File: src/rtl/identify_queue_if.sv
// rtl/identify_queue_if.sv - instruction-word intake and decoded-entry drain handshakes for identify_queue
interface identify_queue_if #(
    parameter int DEPTH = 4
);
    localparam int CW = $clog2(DEPTH + 1);

    logic          i_valid;
    logic [0:31]   i_word;
    logic          o_ready;
    logic          o_valid;
    logic          i_ready;
    logic [0:63]   o_instr;
    logic          o_prefixed;
    logic          o_illegal;
    logic          o_bu_en;
    logic          o_bu_i_form;
    logic          o_bu_b_form;
    logic          o_bu_cond_lr;
    logic          o_bu_cond_ctr;
    logic          o_bu_cond_tar;
    logic          o_ls_en;
    logic [CW-1:0] o_count;

    modport master (
        output i_valid, i_word, i_ready,
        input  o_ready, o_valid, o_instr, o_prefixed, o_illegal, o_bu_en,
        input  o_bu_i_form, o_bu_b_form, o_bu_cond_lr, o_bu_cond_ctr, o_bu_cond_tar,
        input  o_ls_en, o_count
    );

    modport slave (
        input  i_valid, i_word, i_ready,
        output o_ready, o_valid, o_instr, o_prefixed, o_illegal, o_bu_en,
        output o_bu_i_form, o_bu_b_form, o_bu_cond_lr, o_bu_cond_ctr, o_bu_cond_tar,
        output o_ls_en, o_count
    );
endinterface

File: src/rtl/identify_queue.sv
// rtl/identify_queue.sv - prefixed-instruction assembly, branch/load-store classification, DEPTH-entry decoded FIFO
// Optional load/store classification is built when IDENTIFY_LS_EN is defined.
module identify_queue #(
    parameter int DEPTH = 4
) (
    input  logic            i_clk,
    input  logic            i_rst_n,
    input  logic            i_flush,
    identify_queue_if.slave bus
);
    localparam int CW = $clog2(DEPTH + 1);
    localparam int PW = $clog2(DEPTH);
    localparam logic [CW-1:0] FULL = CW'(DEPTH);

    localparam logic [0:0] ST_IDLE   = 1'b0;
    localparam logic [0:0] ST_SUFFIX = 1'b1;

    localparam logic [0:5] OP_PREFIX = 6'd1;
    localparam logic [0:5] OP_B      = 6'd16;
    localparam logic [0:5] OP_I      = 6'd18;
    localparam logic [0:5] OP_XL     = 6'd19;
    localparam logic [0:9] XO_LR     = 10'd16;
    localparam logic [0:9] XO_CTR    = 10'd528;
    localparam logic [0:9] XO_TAR    = 10'd560;

    // Branch flag vector layout, MSB first: i_form, b_form, cond_lr, cond_ctr, cond_tar
    localparam int BR_I   = 4;
    localparam int BR_B   = 3;
    localparam int BR_LR  = 2;
    localparam int BR_CTR = 1;
    localparam int BR_TAR = 0;

    function automatic logic [4:0] branch_class(input logic [0:5] op, input logic [0:9] xo);
        logic [4:0] f;
        f = '0;
        case (op)
            OP_I:    f[BR_I] = 1'b1;
            OP_B:    f[BR_B] = 1'b1;
            OP_XL: begin
                case (xo)
                    XO_LR:   f[BR_LR]  = 1'b1;
                    XO_CTR:  f[BR_CTR] = 1'b1;
                    XO_TAR:  f[BR_TAR] = 1'b1;
                    default: f = '0;
                endcase
            end
            default: f = '0;
        endcase
        return f;
    endfunction

`ifdef IDENTIFY_LS_EN
    function automatic logic is_ls(input logic [0:5] op);
        return ((op >= 6'd32) && (op <= 6'd47)) || (op == 6'd58) || (op == 6'd62);
    endfunction
`endif

    logic [0:0]    state;
    logic [0:31]   prefix_q;
    logic [CW-1:0] count;
    logic [PW-1:0] wr_ptr;
    logic [PW-1:0] rd_ptr;

    logic          accept;
    logic          push;
    logic          pop;
    logic          head_valid;
    logic [0:5]    word_op;
    logic [0:9]    word_xo;

    logic [0:63]   new_instr;
    logic          new_prefixed;
    logic          new_illegal;
    logic [4:0]    new_br;

    logic [0:63]   mem_instr    [DEPTH];
    logic          mem_prefixed [DEPTH];
    logic          mem_illegal  [DEPTH];
    logic [4:0]    mem_br       [DEPTH];

    logic [4:0]    head_br;

    assign word_op = bus.i_word[0:5];
    assign word_xo = bus.i_word[21:30];

    // o_ready looks only at registered occupancy so a pop never frees a slot combinationally
    assign bus.o_ready = (count != FULL) & ~i_flush;
    assign accept      = bus.i_valid & bus.o_ready;
    assign push        = accept & ((state == ST_SUFFIX) | (word_op != OP_PREFIX));
    assign head_valid  = (count != '0);
    assign pop         = head_valid & bus.i_ready & ~i_flush;

    always_comb begin
        new_instr    = '0;
        new_prefixed = 1'b0;
        new_illegal  = 1'b0;
        new_br       = '0;
        if (state == ST_SUFFIX) begin
            new_instr    = {prefix_q, bus.i_word};
            new_prefixed = 1'b1;
            new_illegal  = (word_op == OP_PREFIX);
        end else begin
            new_instr    = {bus.i_word, 32'h0};
            new_br       = branch_class(word_op, word_xo);
        end
    end

    always_ff @(posedge i_clk or negedge i_rst_n) begin
        if (!i_rst_n) begin
            state    <= ST_IDLE;
            prefix_q <= '0;
            count    <= '0;
            wr_ptr   <= '0;
            rd_ptr   <= '0;
        end else if (i_flush) begin
            state    <= ST_IDLE;
            prefix_q <= '0;
            count    <= '0;
            wr_ptr   <= '0;
            rd_ptr   <= '0;
        end else begin
            if (accept) begin
                if (state == ST_IDLE) begin
                    if (word_op == OP_PREFIX) begin
                        state    <= ST_SUFFIX;
                        prefix_q <= bus.i_word;
                    end
                end else begin
                    state <= ST_IDLE;
                end
            end
            if (push) begin
                wr_ptr <= wr_ptr + PW'(1);
            end
            if (pop) begin
                rd_ptr <= rd_ptr + PW'(1);
            end
            case ({push, pop})
                2'b10:   count <= count + CW'(1);
                2'b01:   count <= count - CW'(1);
                default: count <= count;
            endcase
        end
    end

    // Entry storage carries no reset; every head output is gated by head_valid
    always_ff @(posedge i_clk) begin
        if (push) begin
            mem_instr[wr_ptr]    <= new_instr;
            mem_prefixed[wr_ptr] <= new_prefixed;
            mem_illegal[wr_ptr]  <= new_illegal;
            mem_br[wr_ptr]       <= new_br;
        end
    end

    assign head_br           = head_valid ? mem_br[rd_ptr] : 5'b0;
    assign bus.o_valid       = head_valid;
    assign bus.o_instr       = head_valid ? mem_instr[rd_ptr] : 64'h0;
    assign bus.o_prefixed    = head_valid & mem_prefixed[rd_ptr];
    assign bus.o_illegal     = head_valid & mem_illegal[rd_ptr];
    assign bus.o_bu_en       = |head_br;
    assign bus.o_bu_i_form   = head_br[BR_I];
    assign bus.o_bu_b_form   = head_br[BR_B];
    assign bus.o_bu_cond_lr  = head_br[BR_LR];
    assign bus.o_bu_cond_ctr = head_br[BR_CTR];
    assign bus.o_bu_cond_tar = head_br[BR_TAR];
    assign bus.o_count       = count;

`ifdef IDENTIFY_LS_EN
    logic new_ls;
    logic mem_ls [DEPTH];

    // Illegal prefix/prefix pairs never classify as load/store
    always_comb begin
        new_ls = 1'b0;
        if (state == ST_SUFFIX) begin
            new_ls = (word_op != OP_PREFIX) & is_ls(word_op);
        end else begin
            new_ls = is_ls(word_op);
        end
    end

    always_ff @(posedge i_clk) begin
        if (push) begin
            mem_ls[wr_ptr] <= new_ls;
        end
    end

    assign bus.o_ls_en = head_valid & mem_ls[rd_ptr];
`else
    assign bus.o_ls_en = 1'b0;
`endif

endmodule
File: src/flat_wrapper.sv
// flat-port wrapper written by rule: the top's interface ports become plain ports
module identify_queue_flat 
#(
    parameter int DEPTH = 4
)
  (i_clk, i_rst_n, i_flush, bus_i_valid, bus_i_word, bus_i_ready, bus_o_ready, bus_o_valid, bus_o_instr, bus_o_prefixed, bus_o_illegal, bus_o_bu_en, bus_o_bu_i_form, bus_o_bu_b_form, bus_o_bu_cond_lr, bus_o_bu_cond_ctr, bus_o_bu_cond_tar, bus_o_ls_en, bus_o_count);
  identify_queue_if #(.DEPTH(DEPTH)) bus_i ();
  input  logic i_clk;
  input  logic i_rst_n;
  input  logic i_flush;
  input wire logic [$bits(bus_i.i_valid)-1:0] bus_i_valid;
  input wire logic [$bits(bus_i.i_word)-1:0] bus_i_word;
  input wire logic [$bits(bus_i.i_ready)-1:0] bus_i_ready;
  output wire logic [$bits(bus_i.o_ready)-1:0] bus_o_ready;
  output wire logic [$bits(bus_i.o_valid)-1:0] bus_o_valid;
  output wire logic [$bits(bus_i.o_instr)-1:0] bus_o_instr;
  output wire logic [$bits(bus_i.o_prefixed)-1:0] bus_o_prefixed;
  output wire logic [$bits(bus_i.o_illegal)-1:0] bus_o_illegal;
  output wire logic [$bits(bus_i.o_bu_en)-1:0] bus_o_bu_en;
  output wire logic [$bits(bus_i.o_bu_i_form)-1:0] bus_o_bu_i_form;
  output wire logic [$bits(bus_i.o_bu_b_form)-1:0] bus_o_bu_b_form;
  output wire logic [$bits(bus_i.o_bu_cond_lr)-1:0] bus_o_bu_cond_lr;
  output wire logic [$bits(bus_i.o_bu_cond_ctr)-1:0] bus_o_bu_cond_ctr;
  output wire logic [$bits(bus_i.o_bu_cond_tar)-1:0] bus_o_bu_cond_tar;
  output wire logic [$bits(bus_i.o_ls_en)-1:0] bus_o_ls_en;
  output wire logic [$bits(bus_i.o_count)-1:0] bus_o_count;
  assign bus_i.i_valid = bus_i_valid;
  assign bus_i.i_word = bus_i_word;
  assign bus_i.i_ready = bus_i_ready;
  assign bus_o_ready = bus_i.o_ready;
  assign bus_o_valid = bus_i.o_valid;
  assign bus_o_instr = bus_i.o_instr;
  assign bus_o_prefixed = bus_i.o_prefixed;
  assign bus_o_illegal = bus_i.o_illegal;
  assign bus_o_bu_en = bus_i.o_bu_en;
  assign bus_o_bu_i_form = bus_i.o_bu_i_form;
  assign bus_o_bu_b_form = bus_i.o_bu_b_form;
  assign bus_o_bu_cond_lr = bus_i.o_bu_cond_lr;
  assign bus_o_bu_cond_ctr = bus_i.o_bu_cond_ctr;
  assign bus_o_bu_cond_tar = bus_i.o_bu_cond_tar;
  assign bus_o_ls_en = bus_i.o_ls_en;
  assign bus_o_count = bus_i.o_count;
  identify_queue #(.DEPTH(DEPTH)) u_core (.i_clk(i_clk), .i_rst_n(i_rst_n), .i_flush(i_flush), .bus(bus_i));
endmodule
File: config.mk
export PLATFORM = sky130hd
export DESIGN_NAME = identify_queue_flat
export DESIGN_NICKNAME = d
export VERILOG_FILES = /design/src/rtl/identify_queue_if.sv /design/src/rtl/identify_queue.sv /design/src/flat_wrapper.sv
export SDC_FILE = /design/constraint.sdc
export NUM_CORES = 1
export LEC_CHECK = 0
export CORE_ASPECT_RATIO = 1.1
export CORE_MARGIN = 5
export CORE_UTILIZATION = 45
export DETAILED_ROUTE_END_ITERATION = 6
export PLACE_DENSITY = 0.61
export SLEW_MARGIN = 20
export SYNTH_ARGS = -nofsm -noshare
export SYNTH_HDL_FRONTEND = slang
export SYNTH_SLANG_ARGS = --single-unit
export TNS_END_PERCENT = 5
File: constraint.sdc
create_clock -name i_clk -period 6.6 [get_ports i_clk]
set_input_delay 1.32 -clock i_clk [delete_from_list [all_inputs] [get_ports i_clk]]
set_output_delay 1.32 -clock i_clk [all_outputs]
set_load 0.01 [all_outputs]
==> flow_summary.yaml <==
final_layout:
  layout_commonest_cell: "edfxtp_1"
  drive_gt1_share_pct: 24.6
  final_cell_mix: "edfxtp_1 (284), clkdlybuf4s50_1 (111), and2_1 (104)"
  fin_area_sq_um: 16000
  antenna_cells: 0
  n_fill_cell: 2292
  area_delta_synth_final_pct: 20.0
  final_nets: 852
floorplan:
  die_height_um: 190
  dieArea_sq_um: 33100
  rows: 66
  initial_utilization_pct: 45.3
  die_x_um: 174
  ios: 115
  core_region_area_sq_um: 29400
routing:
  drc: 0
  wl_mm: 28.2
  vias: 6643
  dr.pass1.iters: 4
  ant_nets: 0
  wl_per_cell_um: 23.3
  dr.first_iter.drc_count: 385
  avgViaCountPerCell: 5.49
grt:
  grt_antenna_before_repair: 1
  grt_pass1_wl_mm: 44.0
  grt_pass1_vias: 7411
  grt_max_degree: 73
  grt.total_usage_pct: 17.1
  overflow: 0
critical_path:
  crit_path_max_fanout: 40
  start_kind: "flop"
  cp.arrival_ns: 3.29
  required_ns: 5.28
  crit_type: "reg2out"
  end_kind: "output pin"
min_path:
  hp-class: "reg2reg"
power_and_ir_drop:
  p_sw_mw: 1.67
  p_comb_share_pct: 30.3
  intPower_mw: 4.49
  max-vdd-ir-drop_mv: 0.272
  leakage_nw: 5.46
  swShare_pct: 27.1
  p_per_area_nw_per_um2: 386
  clkPwrFrac_pct: 29.9
  p_seq_share_pct: 39.8
place:
  hpwl_mm: 16.7
  port-buffer-count: 113
  routabilityCongestion: 0.738
  dpl-instance-area_sq_um: 14900
sta:
  min_period_ns: 4.61
  slew_headroom_pct: 39.9
  tns_ns: 0
  period_share_pct: 69.9
  max_freq_mhz: 217
  drv_slew: 0
  finalSetupViolCount: 0
  finalClockSkew_ns: 0.00830
  rsz0062_at_grt: "no"
  hold_viol_final: 0
  worst_pin_slew_ns: 0.902
clocking:
  clock_latency_ns: 0.55
  h-tree-depth: 1
  clkTransAtPathRegs_ns: 0.06
  cts.path.max_buffers: 3
  cts-buffers-inserted: 31
  cts_resized: 0
  cts_tree: "yes"
  ctsHoldBuffers: 0
  cts_setup_buffers: 0
  clockRootBuffer: "clkbuf_16"
  cts.sinks: 324
run:
  maxCapViolCount: 0
status:
  status: "complete, no violations"
synth:
  synthCells: 690
  seq_area_frac_synth_pct: 71.6
  syn_avg_cell_area_sq_um: 19.3
  ys.warnings.count: 0
  ys_ff_latch: 324
  yosysUniqueCellTypes: 38
  syn_area_sq_um: 13300
  syn_nets: 732
cell type report:
cell class | instances | area (sq um) | area share, %
Sequential cell | 324 | 9540 | 59.7
Multi-Input combinational cell | 323 | 3580 | 22.4
Timing Repair Buffer | 127 | 1300 | 8.17
Clock buffer | 42 | 827 | 5.18
Tap cell | 374 | 468 | 2.93
Clock inverter | 16 | 240 | 1.50
Inverter | 3 | 11.3 | 0.0705
synth_stat cells:
cell      count  area share (%)
nand2_1       4            0.11
nand3_1       2           0.075
a31o_2        1           0.066
a21o_1        1           0.056
buf_6         3            0.25
buf_4         5            0.28
and3_1        2           0.094
nor2_1        8            0.23
fa_1          1            0.15
nand2b_1      2           0.094
mux2_1        3            0.25
clkbuf_1     20            0.56
nor3b_1       7            0.39
nor3b_2       2            0.19
mux4_2       71              12
ha_1          4            0.38
xor2_1        3            0.20
buf_1         3           0.085
conb_1        1           0.028
buf_2         9            0.34
and3b_1       1           0.066
and2_1      108             5.1
nor3_1        4            0.15
inv_1         3           0.085
mux2i_1       3            0.23
nor4_1        2           0.094
dfrtp_1      40             7.5
nor4_4        1            0.16
or3_1         1           0.047
edfxtp_1    284              64
or4b_2        1           0.075
o31ai_1       1           0.056
nor2b_1      28             1.3
xnor2_1       1           0.066
a211oi_4      1            0.15
or2_1         1           0.047
nor3_4        1            0.12
mux2_2       57             4.8
stage by stage:
stage / worst slack (ns) / hold WS [ns] / utilization (%) / std cells / power [mW]
after floorplan: 2.56 / 0.448 / - / 690 / 3.46
after global placement: 2.45 / 0.463 / 50.3 / 1146 / 4.38
after detailed placement: 2.40 / 0.473 / 50.6 / 1150 / 4.41
after CTS: 1.82 / 0.487 / 54.2 / 1208 / 6.26
after global routing: 1.73 / 0.504 / 54.3 / 1209 / 6.46
final: 1.99 / 0.487 / 54.3 / 1209 / 6.16
sequential cells by signal, summed over array words and instances, names as in the netlist:
register / cells
u_core.state: 1
u_core.mem_illegal: 4
u_core.mem_instr: 256
u_core.mem_br: 20
u_core.prefix_q: 32
u_core.wr_ptr: 2
u_core.bus.o_count: 3
u_core.mem_prefixed: 4
u_core.rd_ptr: 2
power by group through the flow:
stage	Combinational (mW)	Clock [mW]	Sequential [mW]
2_1_floorplan	1.06	0	2.40
3_3_place_gp	1.88	0	2.51
3_5_place_dp	1.89	0	2.52
4_1_cts	1.90	1.88	2.47
5_1_grt	2.02	1.97	2.47
6_report	1.87	1.84	2.45
metal layers:
layer  share of wire [%]  vias up  global-route usage (%)
li1                    -     2911                       -
met5               0.046        -                       0
met1                  42     3521                    22.2
met2                  51      178                    30.3
met3                 4.8       31                    3.01
met4                 2.1        2                    4.17
worst max-delay path: stages (launching register included):
cell and delay, ns:
dfrtp_4 0.96, buf_4 0.50, mux4_2 0.55, and2_1 0.22
clkdlybuf4s50_1 0.50
kinds of logic (layout without fill, tap and decap cells):
group                      count (synthesis)  in the layout  synth area share, %
muxes                                    134            134                 17.3
other                                      1              1               0.0282
xor gates and xnor gates                   4              4                0.263
AOI/OAI and AO/OA                          4              4                0.329
DFF                                      324            324                 71.6
and+or+nand+nor                          175            175                 8.34
buffers and inverters                     43            188                 1.61
adders and majority gates                  5              5                0.526
final timing paths:
check	startpoint	end	slack [ns]	cells past startpoint
max	u_core.rd_ptr[0]	bus_o_instr[59]	1.99	4
min	u_core.prefix_q[5]	u_core.prefix_q[5]	0.49	1
max reg2reg	u_core.bus.o_count[2]	u_core.mem_br[1][4]	3.83	4
min reg2reg	u_core.prefix_q[5]	u_core.prefix_q[5]	0.49	1
max in group asynchronous	i_rst_n	u_core.rd_ptr[0]	5.24	2
min in group asynchronous	i_rst_n	u_core.prefix_q[13]	0.88	2
Power figures use the tool's default switching activity.
==> variant, RTL diff (same flow settings) <==
Build with the macro `IDENTIFY_LS_EN` defined.
--- a/src/rtl/identify_queue.sv
+++ b/src/rtl/identify_queue.sv
@@ -1,5 +1,7 @@
 // rtl/identify_queue.sv - prefixed-instruction assembly, branch/load-store classification, DEPTH-entry decoded FIFO
 // Optional load/store classification is built when IDENTIFY_LS_EN is defined.
+`define IDENTIFY_LS_EN
+
 module identify_queue #(
     parameter int DEPTH = 4
 ) (
Check against the original RTL: not equivalent (Yosys sat finds a counterexample within 4 cycles, from zero or initial values and one cycle with i_rst_n low).
==> variant against the original RTL <==
- core utilization up 0.15 points
- setup slack gained 0.11 ns
- non-clock buffer count decreased by 1
- sequential cell count increased by 4
- critical endpoint is now bus_o_bu_en
- critical path type unchanged
- critical path depth up 2
- via count down 0.39%
- routed wire length about the same
- synthesized cell count grew 1.0%
- power shrank 2.8%
- register-to-register slack got worse by 0.44 ns
- cell area rose by 0.56%
- area after synthesis grew 0.86%
==> variant: results (changes against the original RTL) <==
metric,value,unit,change
# Post-CTS Setup Buffers,0,,unchanged
port bufs,114,,+0.88%
largest net degree at the start of global routing,74,,+1.4%
critical path's largest stage delay,0.82,ns,-0.14 ns
average size of a mapped cell,19.3,µm²,-0.16%
CP Max Fanout,40,,unchanged
Synth area leaders,"edfxtp_1, mux4_2, dfrtp_1",,
Place WS,2.55,ns,+0.149 ns
cell family with most CP delay,simple AND/OR/NAND/NOR gates,,
"EDFF count, synth",288,,+1.4%
GPL Wtd Cong,0.720,,-2.5%
DR pass1 iterations,5,,+1
total CTS buffers,31,,unchanged
Async SR Flop Fraction,12.2,%,-0.15 points
Max IR drop VDD,0.336,mV,+23%
wire length per cell,23.2,µm,-0.45%
first-pass GRT wire length,43900,µm,-0.17%
non-filler instance count after layout,1215,,+0.50%
slowest cell on the critical path,or3_2,,
worst min path class,flop to flop,,
First DRT Iteration DRCs,363,,-5.7%
worst-margin pin slew,0.923,ns,+0.0212 ns
post-synthesis sequential area ratio,71.9,%,+0.29 points
Synthesized Nets,739,,+0.96%
critical path arrival,3.18,ns,-0.11 ns
post-synth cell types,35,,-7.9%
clk root buf,clkbuf_16,,
layout cells sized above 1,24.0,%,-0.53 points
vias in the first global route,7314,,-1.3%
"Primary FF master, synth",edfxtp_1,,
max-slew violations,0,,unchanged
worst-case clock buffer depth,3,,unchanged
Post-DP HPWL,17300,µm,+3.1%
antenna cells,0,,unchanged
Vias,6617,,-0.39%
clk_skew,0.0118,ns,+0.00348 ns
leak pwr,5.44,nW,-0.37%
Layout Nets,859,,+0.82%
Synth top cells by count,"edfxtp_1, and2_1, mux4_2, mux2_2, dfrtp_1",,
initial antenna violation count,0,,-1
status,"complete, no violations",,
GRT Total Usage,17.1,%,about the same
[variant: cell types whose count changed after synthesis, sizes merged, moves of 2 or more]
| cell | unedited run | this run |
|---|---|---|
| and3 | 2 | 0 |
| nand2 | 4 | 8 |
| nor3b | 9 | 7 |
| clkbuf | 20 | 22 |
| edfxtp | 284 | 288 |
| nand2b | 2 | 0 |
| buf | 20 | 17 |
| nor2 | 8 | 10 |
| nor3 | 5 | 7 |
[variant: kinds of logic (layout without fill, tap and decap cells)]
kind of cell             count (synthesis)  count (layout)  synth area share, %
AND/OR/NAND/NOR                        177             177                 8.16
AO/OA/AOI/OAI                            7               7                0.438
multiplexers                           134             134                 17.3
flip-flops                             328             328                 71.9
buffers and inverters                   43             187                 1.54
adder cells (fa/ha/maj)                  5               5                0.522
XOR/XNOR                                 3               3                0.196
[variant: per-stage QoR]
stage	hold WS [ns]	area [µm²]
global placement	0.470	14900
finish	0.497	16100
detailed placement	0.477	15000
CTS	0.495	16000
floorplan	0.448	13400
global route	0.514	16100
[variant: area by class of cell]
type	count	area, µm²
fill	2266	13400
sequential	328	9660
multi-input combinational	326	3570
timing repair buffer	126	1310
clock buffer	34	787
tap	374	468
clock inverter	23	241
inverter	4	15.0
[variant: path summary, 6_finish.rpt]
check	from	to	slack [ns]	cells after the start
max reg2reg	u_core.bus.o_count[0]	u_core.bus.o_count[2]	3.39	8
min reg2reg	u_core.prefix_q[5]	u_core.prefix_q[5]	0.50	1
min in group asynchronous	i_rst_n	u_core.prefix_q[10]	0.87	2
min	u_core.prefix_q[5]	u_core.prefix_q[5]	0.50	1
max in group asynchronous	i_rst_n	u_core.rd_ptr[1]	5.25	2
max	u_core.bus.o_count[0]	bus_o_bu_en	2.10	6
[variant: metal layers]
metal | up-vias | GRT usage (%) | wire length (µm)
met1 | 3485 | 22.4 | 12000
met4 | 0 | 3.51 | 476
met3 | 43 | 2.83 | 1280
met2 | 144 | 30.5 | 14400
met5 | - | 0 | 0
li1 | 2945 | - | -
[variant: report_power, final]
group	internal, W	leakage (nW)	switching (W)
sequential	0.00239	3.25	0.0000708
combinational	0.000941	1.70	0.000804
clock	0.00105	0.488	0.000730
